**config.mk**
```make
export PLATFORM = sky130hd
export DESIGN_NAME = uart_rx_start_sync_flat
export DESIGN_NICKNAME = d
export VERILOG_FILES = /design/src/rtl/uart_pkg.sv /design/src/rtl/uart_rx_start_sync_if.sv /design/src/rtl/uart_sync_bit.sv /design/src/rtl/uart_rx_start_sync.sv /design/src/flat_wrapper.sv
export SDC_FILE = /design/constraint.sdc
export NUM_CORES = 1
export LEC_CHECK = 0
export BUFFER_PORTS_ARGS = -buffer_cell sky130_fd_sc_hd__buf_2
export CAP_MARGIN = 20
export CORE_MARGIN = 8
export CORE_UTILIZATION = 40
export DETAILED_ROUTE_END_ITERATION = 10
export HOLD_SLACK_MARGIN = 0.03
export PLACE_DENSITY = 0.61
export SLEW_MARGIN = 20
export SYNTH_ARGS = -nofsm -noshare
export SYNTH_HDL_FRONTEND = slang
export SYNTH_SLANG_ARGS = --single-unit
```
**constraint.sdc**
```tcl
create_clock -name clk -period 2.09 [get_ports clk]
set_input_delay 0.3135 -clock clk [delete_from_list [all_inputs] [get_ports clk]]
set_output_delay 0.3135 -clock clk [all_outputs]
set_load 0.02 [all_outputs]
```
**src/rtl/uart_pkg.sv**
```systemverilog
`default_nettype none
// ============================================================================
// uart_pkg : receiver state encoding, frame-length helper and shared defaults
// Rev 1.0
// ============================================================================
package uart_pkg;

   localparam int DEF_OVERSAMPLE = 16;
   localparam int DEF_DATA_BITS  = 8;

   typedef enum logic [1:0] {
      IDLE      = 2'd0,
      START_CHK = 2'd1,
      FRAME     = 2'd2
   } rx_state_t;

   function automatic int nbits(input int data_bits, input int parity_en, input int stop_bits);
      return data_bits + parity_en + stop_bits;
   endfunction

endpackage
`default_nettype wire

```
**src/rtl/uart_rx_start_sync_if.sv**
```systemverilog
`default_nettype none
// ============================================================================
// uart_rx_start_sync_if : serial input, tick enable and bit-timing outputs
// Rev 1.0
// ============================================================================
interface uart_rx_start_sync_if;

   logic       rxin;
   logic       tick;
   logic       startbit;
   logic       bit_strobe;
   logic       bit_val;
   logic [3:0] bit_idx;
   logic       busy;
   logic       frame_done;
   logic       frame_err;
   logic       false_start;

   modport master (
      output rxin, tick,
      input  startbit, bit_strobe, bit_val, bit_idx, busy, frame_done, frame_err, false_start
   );

   modport slave (
      input  rxin, tick,
      output startbit, bit_strobe, bit_val, bit_idx, busy, frame_done, frame_err, false_start
   );

endinterface
`default_nettype wire

```
**src/rtl/uart_sync_bit.sv**
```systemverilog
`default_nettype none
// ============================================================================
// uart_sync_bit : multi-flop synchroniser for one asynchronous bit, resets to 1
// Rev 1.0
// ============================================================================
module uart_sync_bit #(
   parameter int STAGES = 2
) (
   input  wire logic clk,
   input  wire logic rst,
   input  wire logic d,
   output logic      q
);

   logic [STAGES-1:0] chain;

   always_ff @(posedge clk) begin
      if (rst) chain <= '1;
      else     chain <= {chain[STAGES-2:0], d};
   end

   assign q = chain[STAGES-1];

endmodule
`default_nettype wire

```
**src/rtl/uart_rx_start_sync.sv**
```systemverilog
`default_nettype none
// ============================================================================
// uart_rx_start_sync : start-bit qualifier and mid-bit strobe generator
// Rev 1.0
// ============================================================================
module uart_rx_start_sync
   import uart_pkg::*;
#(
   parameter int OVERSAMPLE  = DEF_OVERSAMPLE,
   parameter int START_MIN   = DEF_OVERSAMPLE / 2,
   parameter int DATA_BITS   = DEF_DATA_BITS,
   parameter int PARITY_EN   = 1,
   parameter int STOP_BITS   = 1,
   parameter int SYNC_STAGES = 2
) (
   input  wire logic           clk,
   input  wire logic           rst,
   uart_rx_start_sync_if.slave bus
);

   localparam int NBITS = nbits(DATA_BITS, PARITY_EN, STOP_BITS);
   localparam int TW    = $clog2(OVERSAMPLE);
   localparam int LW    = $clog2(START_MIN + 1);

   localparam logic [TW-1:0] TICK_LAST   = TW'(OVERSAMPLE - 1);
   localparam logic [TW-1:0] TICK_FIRST  = TW'(START_MIN);
   localparam logic [TW-1:0] TICK_STROBE = TW'((START_MIN + OVERSAMPLE - 1) % OVERSAMPLE);
   localparam logic [LW-1:0] LOW_MIN     = LW'(START_MIN);
   localparam logic [3:0]    IDX_STOP    = 4'(DATA_BITS + PARITY_EN);
   localparam logic [3:0]    IDX_LAST    = 4'(NBITS - 1);

   logic          line;
   rx_state_t     state_q, state_d;
   logic          armed_q, armed_d;
   logic [LW-1:0] lowcnt_q, lowcnt_d;
   logic [TW-1:0] tickcnt_q, tickcnt_d;
   logic [3:0]    idx_q, idx_d;
   logic          err_q, err_d;
   logic          go, stop_bad;

   logic          startbit_q, startbit_d;
   logic          strobe_q, strobe_d;
   logic          val_q, val_d;
   logic [3:0]    bidx_q, bidx_d;
   logic          busy_q, busy_d;
   logic          done_q, done_d;
   logic          ferr_q, ferr_d;
   logic          false_q, false_d;

   uart_sync_bit #(.STAGES(SYNC_STAGES)) u_sync (
      .clk (clk),
      .rst (rst),
      .d   (bus.rxin),
      .q   (line)
   );

   always_ff @(posedge clk) begin
      if (rst) begin
         state_q    <= IDLE;
         armed_q    <= 1'b0;
         lowcnt_q   <= '0;
         tickcnt_q  <= '0;
         idx_q      <= '0;
         err_q      <= 1'b0;
         startbit_q <= 1'b0;
         strobe_q   <= 1'b0;
         val_q      <= 1'b0;
         bidx_q     <= '0;
         busy_q     <= 1'b0;
         done_q     <= 1'b0;
         ferr_q     <= 1'b0;
         false_q    <= 1'b0;
      end else begin
         state_q    <= state_d;
         armed_q    <= armed_d;
         lowcnt_q   <= lowcnt_d;
         tickcnt_q  <= tickcnt_d;
         idx_q      <= idx_d;
         err_q      <= err_d;
         startbit_q <= startbit_d;
         strobe_q   <= strobe_d;
         val_q      <= val_d;
         bidx_q     <= bidx_d;
         busy_q     <= busy_d;
         done_q     <= done_d;
         ferr_q     <= ferr_d;
         false_q    <= false_d;
      end
   end

   always_comb begin
      state_d    = state_q;
      armed_d    = armed_q;
      lowcnt_d   = lowcnt_q;
      tickcnt_d  = tickcnt_q;
      idx_d      = idx_q;
      err_d      = err_q;
      go         = 1'b0;
      stop_bad   = 1'b0;
      startbit_d = 1'b0;
      strobe_d   = 1'b0;
      val_d      = val_q;
      bidx_d     = bidx_q;
      busy_d     = busy_q;
      done_d     = 1'b0;
      ferr_d     = 1'b0;
      false_d    = 1'b0;

      if (bus.tick) begin
         if (line) armed_d = 1'b1;
         case (state_q)
            IDLE: begin
               if (!line && armed_q) begin
                  lowcnt_d = LW'(1);
                  if (START_MIN == 1) go = 1'b1;
                  else                state_d = START_CHK;
               end
            end
            START_CHK: begin
               if (line) begin
                  false_d = 1'b1;
                  state_d = IDLE;
               end else begin
                  lowcnt_d = lowcnt_q + 1'b1;
                  if (lowcnt_d == LOW_MIN) go = 1'b1;
               end
            end
            FRAME: begin
               // Free-running phase counter; the strobe lands one bit period after the confirm point.
               tickcnt_d = (tickcnt_q == TICK_LAST) ? '0 : tickcnt_q + 1'b1;
               if (tickcnt_q == TICK_STROBE) begin
                  strobe_d = 1'b1;
                  val_d    = line;
                  bidx_d   = idx_q;
                  stop_bad = (idx_q >= IDX_STOP) && !line;
                  if (idx_q == IDX_LAST) begin
                     done_d  = 1'b1;
                     ferr_d  = err_q | stop_bad;
                     busy_d  = 1'b0;
                     state_d = IDLE;
                     armed_d = !(err_q | stop_bad);
                     idx_d   = '0;
                     err_d   = 1'b0;
                  end else begin
                     idx_d = idx_q + 1'b1;
                     err_d = err_q | stop_bad;
                  end
               end
            end
            default: state_d = IDLE;
         endcase

         if (go) begin
            startbit_d = 1'b1;
            busy_d     = 1'b1;
            state_d    = FRAME;
            tickcnt_d  = TICK_FIRST;
            idx_d      = '0;
            err_d      = 1'b0;
         end
      end
   end

   assign bus.startbit    = startbit_q;
   assign bus.bit_strobe  = strobe_q;
   assign bus.bit_val     = val_q;
   assign bus.bit_idx     = bidx_q;
   assign bus.busy        = busy_q;
   assign bus.frame_done  = done_q;
   assign bus.frame_err   = ferr_q;
   assign bus.false_start = false_q;

endmodule
`default_nettype wire
```
**src/flat_wrapper.sv**
```systemverilog
// flat-port wrapper written by rule: the top's interface ports become plain ports
module uart_rx_start_sync_flat import uart_pkg::*;
#(
   parameter int OVERSAMPLE  = DEF_OVERSAMPLE,
   parameter int START_MIN   = DEF_OVERSAMPLE / 2,
   parameter int DATA_BITS   = DEF_DATA_BITS,
   parameter int PARITY_EN   = 1,
   parameter int STOP_BITS   = 1,
   parameter int SYNC_STAGES = 2
)
  (clk, rst, bus_rxin, bus_tick, bus_startbit, bus_bit_strobe, bus_bit_val, bus_bit_idx, bus_busy, bus_frame_done, bus_frame_err, bus_false_start);
  uart_rx_start_sync_if bus_i ();
  input  wire logic clk;
  input  wire logic rst;
  input wire logic [$bits(bus_i.rxin)-1:0] bus_rxin;
  input wire logic [$bits(bus_i.tick)-1:0] bus_tick;
  output wire logic [$bits(bus_i.startbit)-1:0] bus_startbit;
  output wire logic [$bits(bus_i.bit_strobe)-1:0] bus_bit_strobe;
  output wire logic [$bits(bus_i.bit_val)-1:0] bus_bit_val;
  output wire logic [$bits(bus_i.bit_idx)-1:0] bus_bit_idx;
  output wire logic [$bits(bus_i.busy)-1:0] bus_busy;
  output wire logic [$bits(bus_i.frame_done)-1:0] bus_frame_done;
  output wire logic [$bits(bus_i.frame_err)-1:0] bus_frame_err;
  output wire logic [$bits(bus_i.false_start)-1:0] bus_false_start;
  assign bus_i.rxin = bus_rxin;
  assign bus_i.tick = bus_tick;
  assign bus_startbit = bus_i.startbit;
  assign bus_bit_strobe = bus_i.bit_strobe;
  assign bus_bit_val = bus_i.bit_val;
  assign bus_bit_idx = bus_i.bit_idx;
  assign bus_busy = bus_i.busy;
  assign bus_frame_done = bus_i.frame_done;
  assign bus_frame_err = bus_i.frame_err;
  assign bus_false_start = bus_i.false_start;
  uart_rx_start_sync #(.OVERSAMPLE(OVERSAMPLE), .START_MIN(START_MIN), .DATA_BITS(DATA_BITS), .PARITY_EN(PARITY_EN), .STOP_BITS(STOP_BITS), .SYNC_STAGES(SYNC_STAGES)) u_core (.clk(clk), .rst(rst), .bus(bus_i));
endmodule
```
==> impl_metrics.env <==
export IMPL_outcome="finished clean"
export IMPL_startpoint_type="flip-flop"
export IMPL_setup_viol=0
export IMPL_path_class="reg2reg"
export IMPL_clk_pin_slew_ps=80
export IMPL_drt_vias_per_instance=5.04
export IMPL_yosys_top_cells_area="dfxtp_1, a21oi_1, nand2_1, nor2_1, nand3_1"
export IMPL_grt_max_degree=25
export IMPL_seq_area_frac_synth=0.459
export IMPL_wl_per_cell_um=12.1
export IMPL_fin_util=0.473
export IMPL_grt_pass1_vias=998
export IMPL_drv_slew=0
export IMPL_clockBufferDepth=2
export IMPL_hp_class="in2reg"
export IMPL_dr_pass1_iters=4
export IMPL_ant_nets=0
export IMPL_grt_usage=0.106
export IMPL_place_gp_congestion=0.807
export IMPL_fin_hold_ws_ps=164
export IMPL_fp_coreArea_mm2=0.00303
export IMPL_rsz0062_at_grt="false"
export IMPL_fp_dieH_um=72.2
export IMPL_layout_common_cells="dfxtp_1, nand2_1, a21oi_1, buf_2, nor2_1"
export IMPL_finalWirelength_um=2450
export IMPL_finalPower_uw=970
export IMPL_drcViolationCount=0
export IMPL_synth_area_per_cell_um2=8.96
export IMPL_post_cts_buffers=0
export IMPL_dp_hpwl_um=1790
export IMPL_clock_sinks=29
export IMPL_h_tree_depth=2
export IMPL_grt_overflow=0
export IMPL_multiInputGateArea_um2=637
export IMPL_dieArea_mm2=0.00521
export IMPL_antennaDiodeCount=0
export IMPL_synth_top_area_frac=0.459
export IMPL_cts_resized=0
export IMPL_busiest_layer="met2"
export IMPL_clk_latency_ps=330
export IMPL_pin_count=15
export IMPL_post_place_cells=194
export IMPL_grt_antenna_before_repair=0
export IMPL_hold_viol_final=0
export IMPL_io_buffers=14
export IMPL_grt_pass1_wl_um=4360
export IMPL_synth_area_leader_cell="dfxtp_1"
export IMPL_regArea_um2=581
export IMPL_endpoint_kind="flip-flop"
export IMPL_areaGrowthSynthToFinish_pct=13.3
export IMPL_synth_area_mm2=0.00126
export IMPL_ir_drop_mv=0.318
export IMPL_cts_root_buf="clkbuf_4"
export IMPL_ys_warnings_count=0
export IMPL_use_met1=0.117
export IMPL_cp_max_fo=7
export IMPL_max_freq_mhz=585
export IMPL_initial_core_util=0.417
export IMPL_nNetsFinal=163
export IMPL_num_fill_cells=314
export IMPL_cts_buffers=5
export IMPL_ys_types=39
export IMPL_rows=20
export IMPL_fin_crit_ps=1710
export IMPL_cp_arrival_ps=1920
export IMPL_p_leak_nw=0.523
export IMPL_fin_crit_sh=0.818
export IMPL_met2_usage=0.166
export IMPL_worst_pin_slew_ps=492
export IMPL_fin_cells=202
export IMPL_drt_iter0_drc=91
export IMPL_ctsHoldBuffers=0
export IMPL_cts_tree="done"
export IMPL_syn_nets=147
export IMPL_num_vias=1019
export IMPL_cap_violations=0
export IMPL_setup_tns_ps=0
export IMPL_netlist_instances=141
export IMPL_ys_ff_latch=29
export IMPL_powerDensity_mw_per_mm2=677
export IMPL_layout_commonest_cell="dfxtp_1"
export IMPL_die_w_um=72.2
export IMPL_worstPathRequired_ps=2300
export IMPL_use_met3=0.0455
export IMPL_clock_skew_ps=5.19
export IMPL_slew_headroom=0.669
export IMPL_layout_drive_gt1_share=0.196
-- power breakdown --
group / switching (mW) / leakage [nW] / internal, mW / total (mW)
Clock: 0.191 / 0.0413 / 0.195 / 0.386
Sequential: 0.00374 / 0.234 / 0.556 / 0.560
Combinational: 0.0153 / 0.248 / 0.00928 / 0.0246
Total: 0.210 / 0.523 / 0.760 / 0.970
-- per-stage QoR --
stage	instance area (µm²)	setup slack, ps
after global routing	1430	246
after detailed placement	1360	284
final	1430	381
after floorplan	1260	471
after CTS	1430	378
after global placement	1360	302
-- worst paths after layout --
| path | slack (ps) | from | to | cells past startpoint |
|---|---|---|---|---|
| max | 380 | u_core.u_sync.chain[1] | u_core.tickcnt_q[0] | 4 |
| min | 160 | bus_rxin | u_core.u_sync.chain[0] | 2 |
| min reg2reg | 420 | u_core.u_sync.chain[0] | u_core.u_sync.chain[1] | 1 |
| max reg2reg | 380 | u_core.u_sync.chain[1] | u_core.tickcnt_q[0] | 4 |
-- per-layer routing --
layer	wire (µm)	vias up
met2	1070	20
met5	0	-
met4	56	0
met3	173	9
li1	-	533
met1	1150	457
-- flip-flops by register name, summed over array words and instances, names as in the netlist, 2 cells and up --
| signal | count |
|---|---|
| u_core.idx_q | 4 |
| u_core.lowcnt_q | 4 |
| u_core.u_sync.chain | 2 |
| u_core.state_q | 2 |
| u_core.bus.bit_idx | 4 |
| u_core.tickcnt_q | 4 |
-- cell type report --
class | instances | share of cell area
multi-input cells | 103 | 0.445
flip-flops and latches | 29 | 0.406
repair buffers | 15 | 0.0542
clock buffers | 7 | 0.0455
well taps | 44 | 0.0385
inverters | 3 | 0.00787
clock inverters | 1 | 0.00350
-- cell usage after synthesis (all sizes together) --
cell / count
clkbuf: 3
o31a: 1
ha: 2
a31oi: 2
and3b: 2
nand3: 8
o21ai: 3
and4bb: 1
a21bo: 1
o21a: 1
nand3b: 4
xor2: 2
nand4: 1
nand4b: 2
nor2b: 4
o22ai: 1
a21oi: 15
a211oi: 3
nor2: 12
o311a: 1
dfxtp: 29
nor4b: 1
a311o: 1
buf: 3
or3b: 1
nor3: 3
inv: 3
or2: 3
a22oi: 1
nor4: 1
or3: 2
nor3b: 3
nand2: 19
a2111oi: 2
-- worst max-delay path, cell delays in order, from the launching register on --
cell and delay, ps:
dfxtp_1 390, or3b_4 430, a2111oi_4 380, or2_1 300, o22ai_2 90
-- kinds of logic (layout without fill, tap and decap cells) --
logic type	count (synthesis)	count (layout)	share of synthesized area
adder cells (fa/ha/maj)	2	2	0.0198
AND/OR/NAND/NOR	67	67	0.289
flip-flops	29	29	0.459
buffers and inverters	9	26	0.0366
XOR/XNOR	2	2	0.0139
AO/OA/AOI/OAI	32	32	0.181
Power figures use the tool's default switching activity.
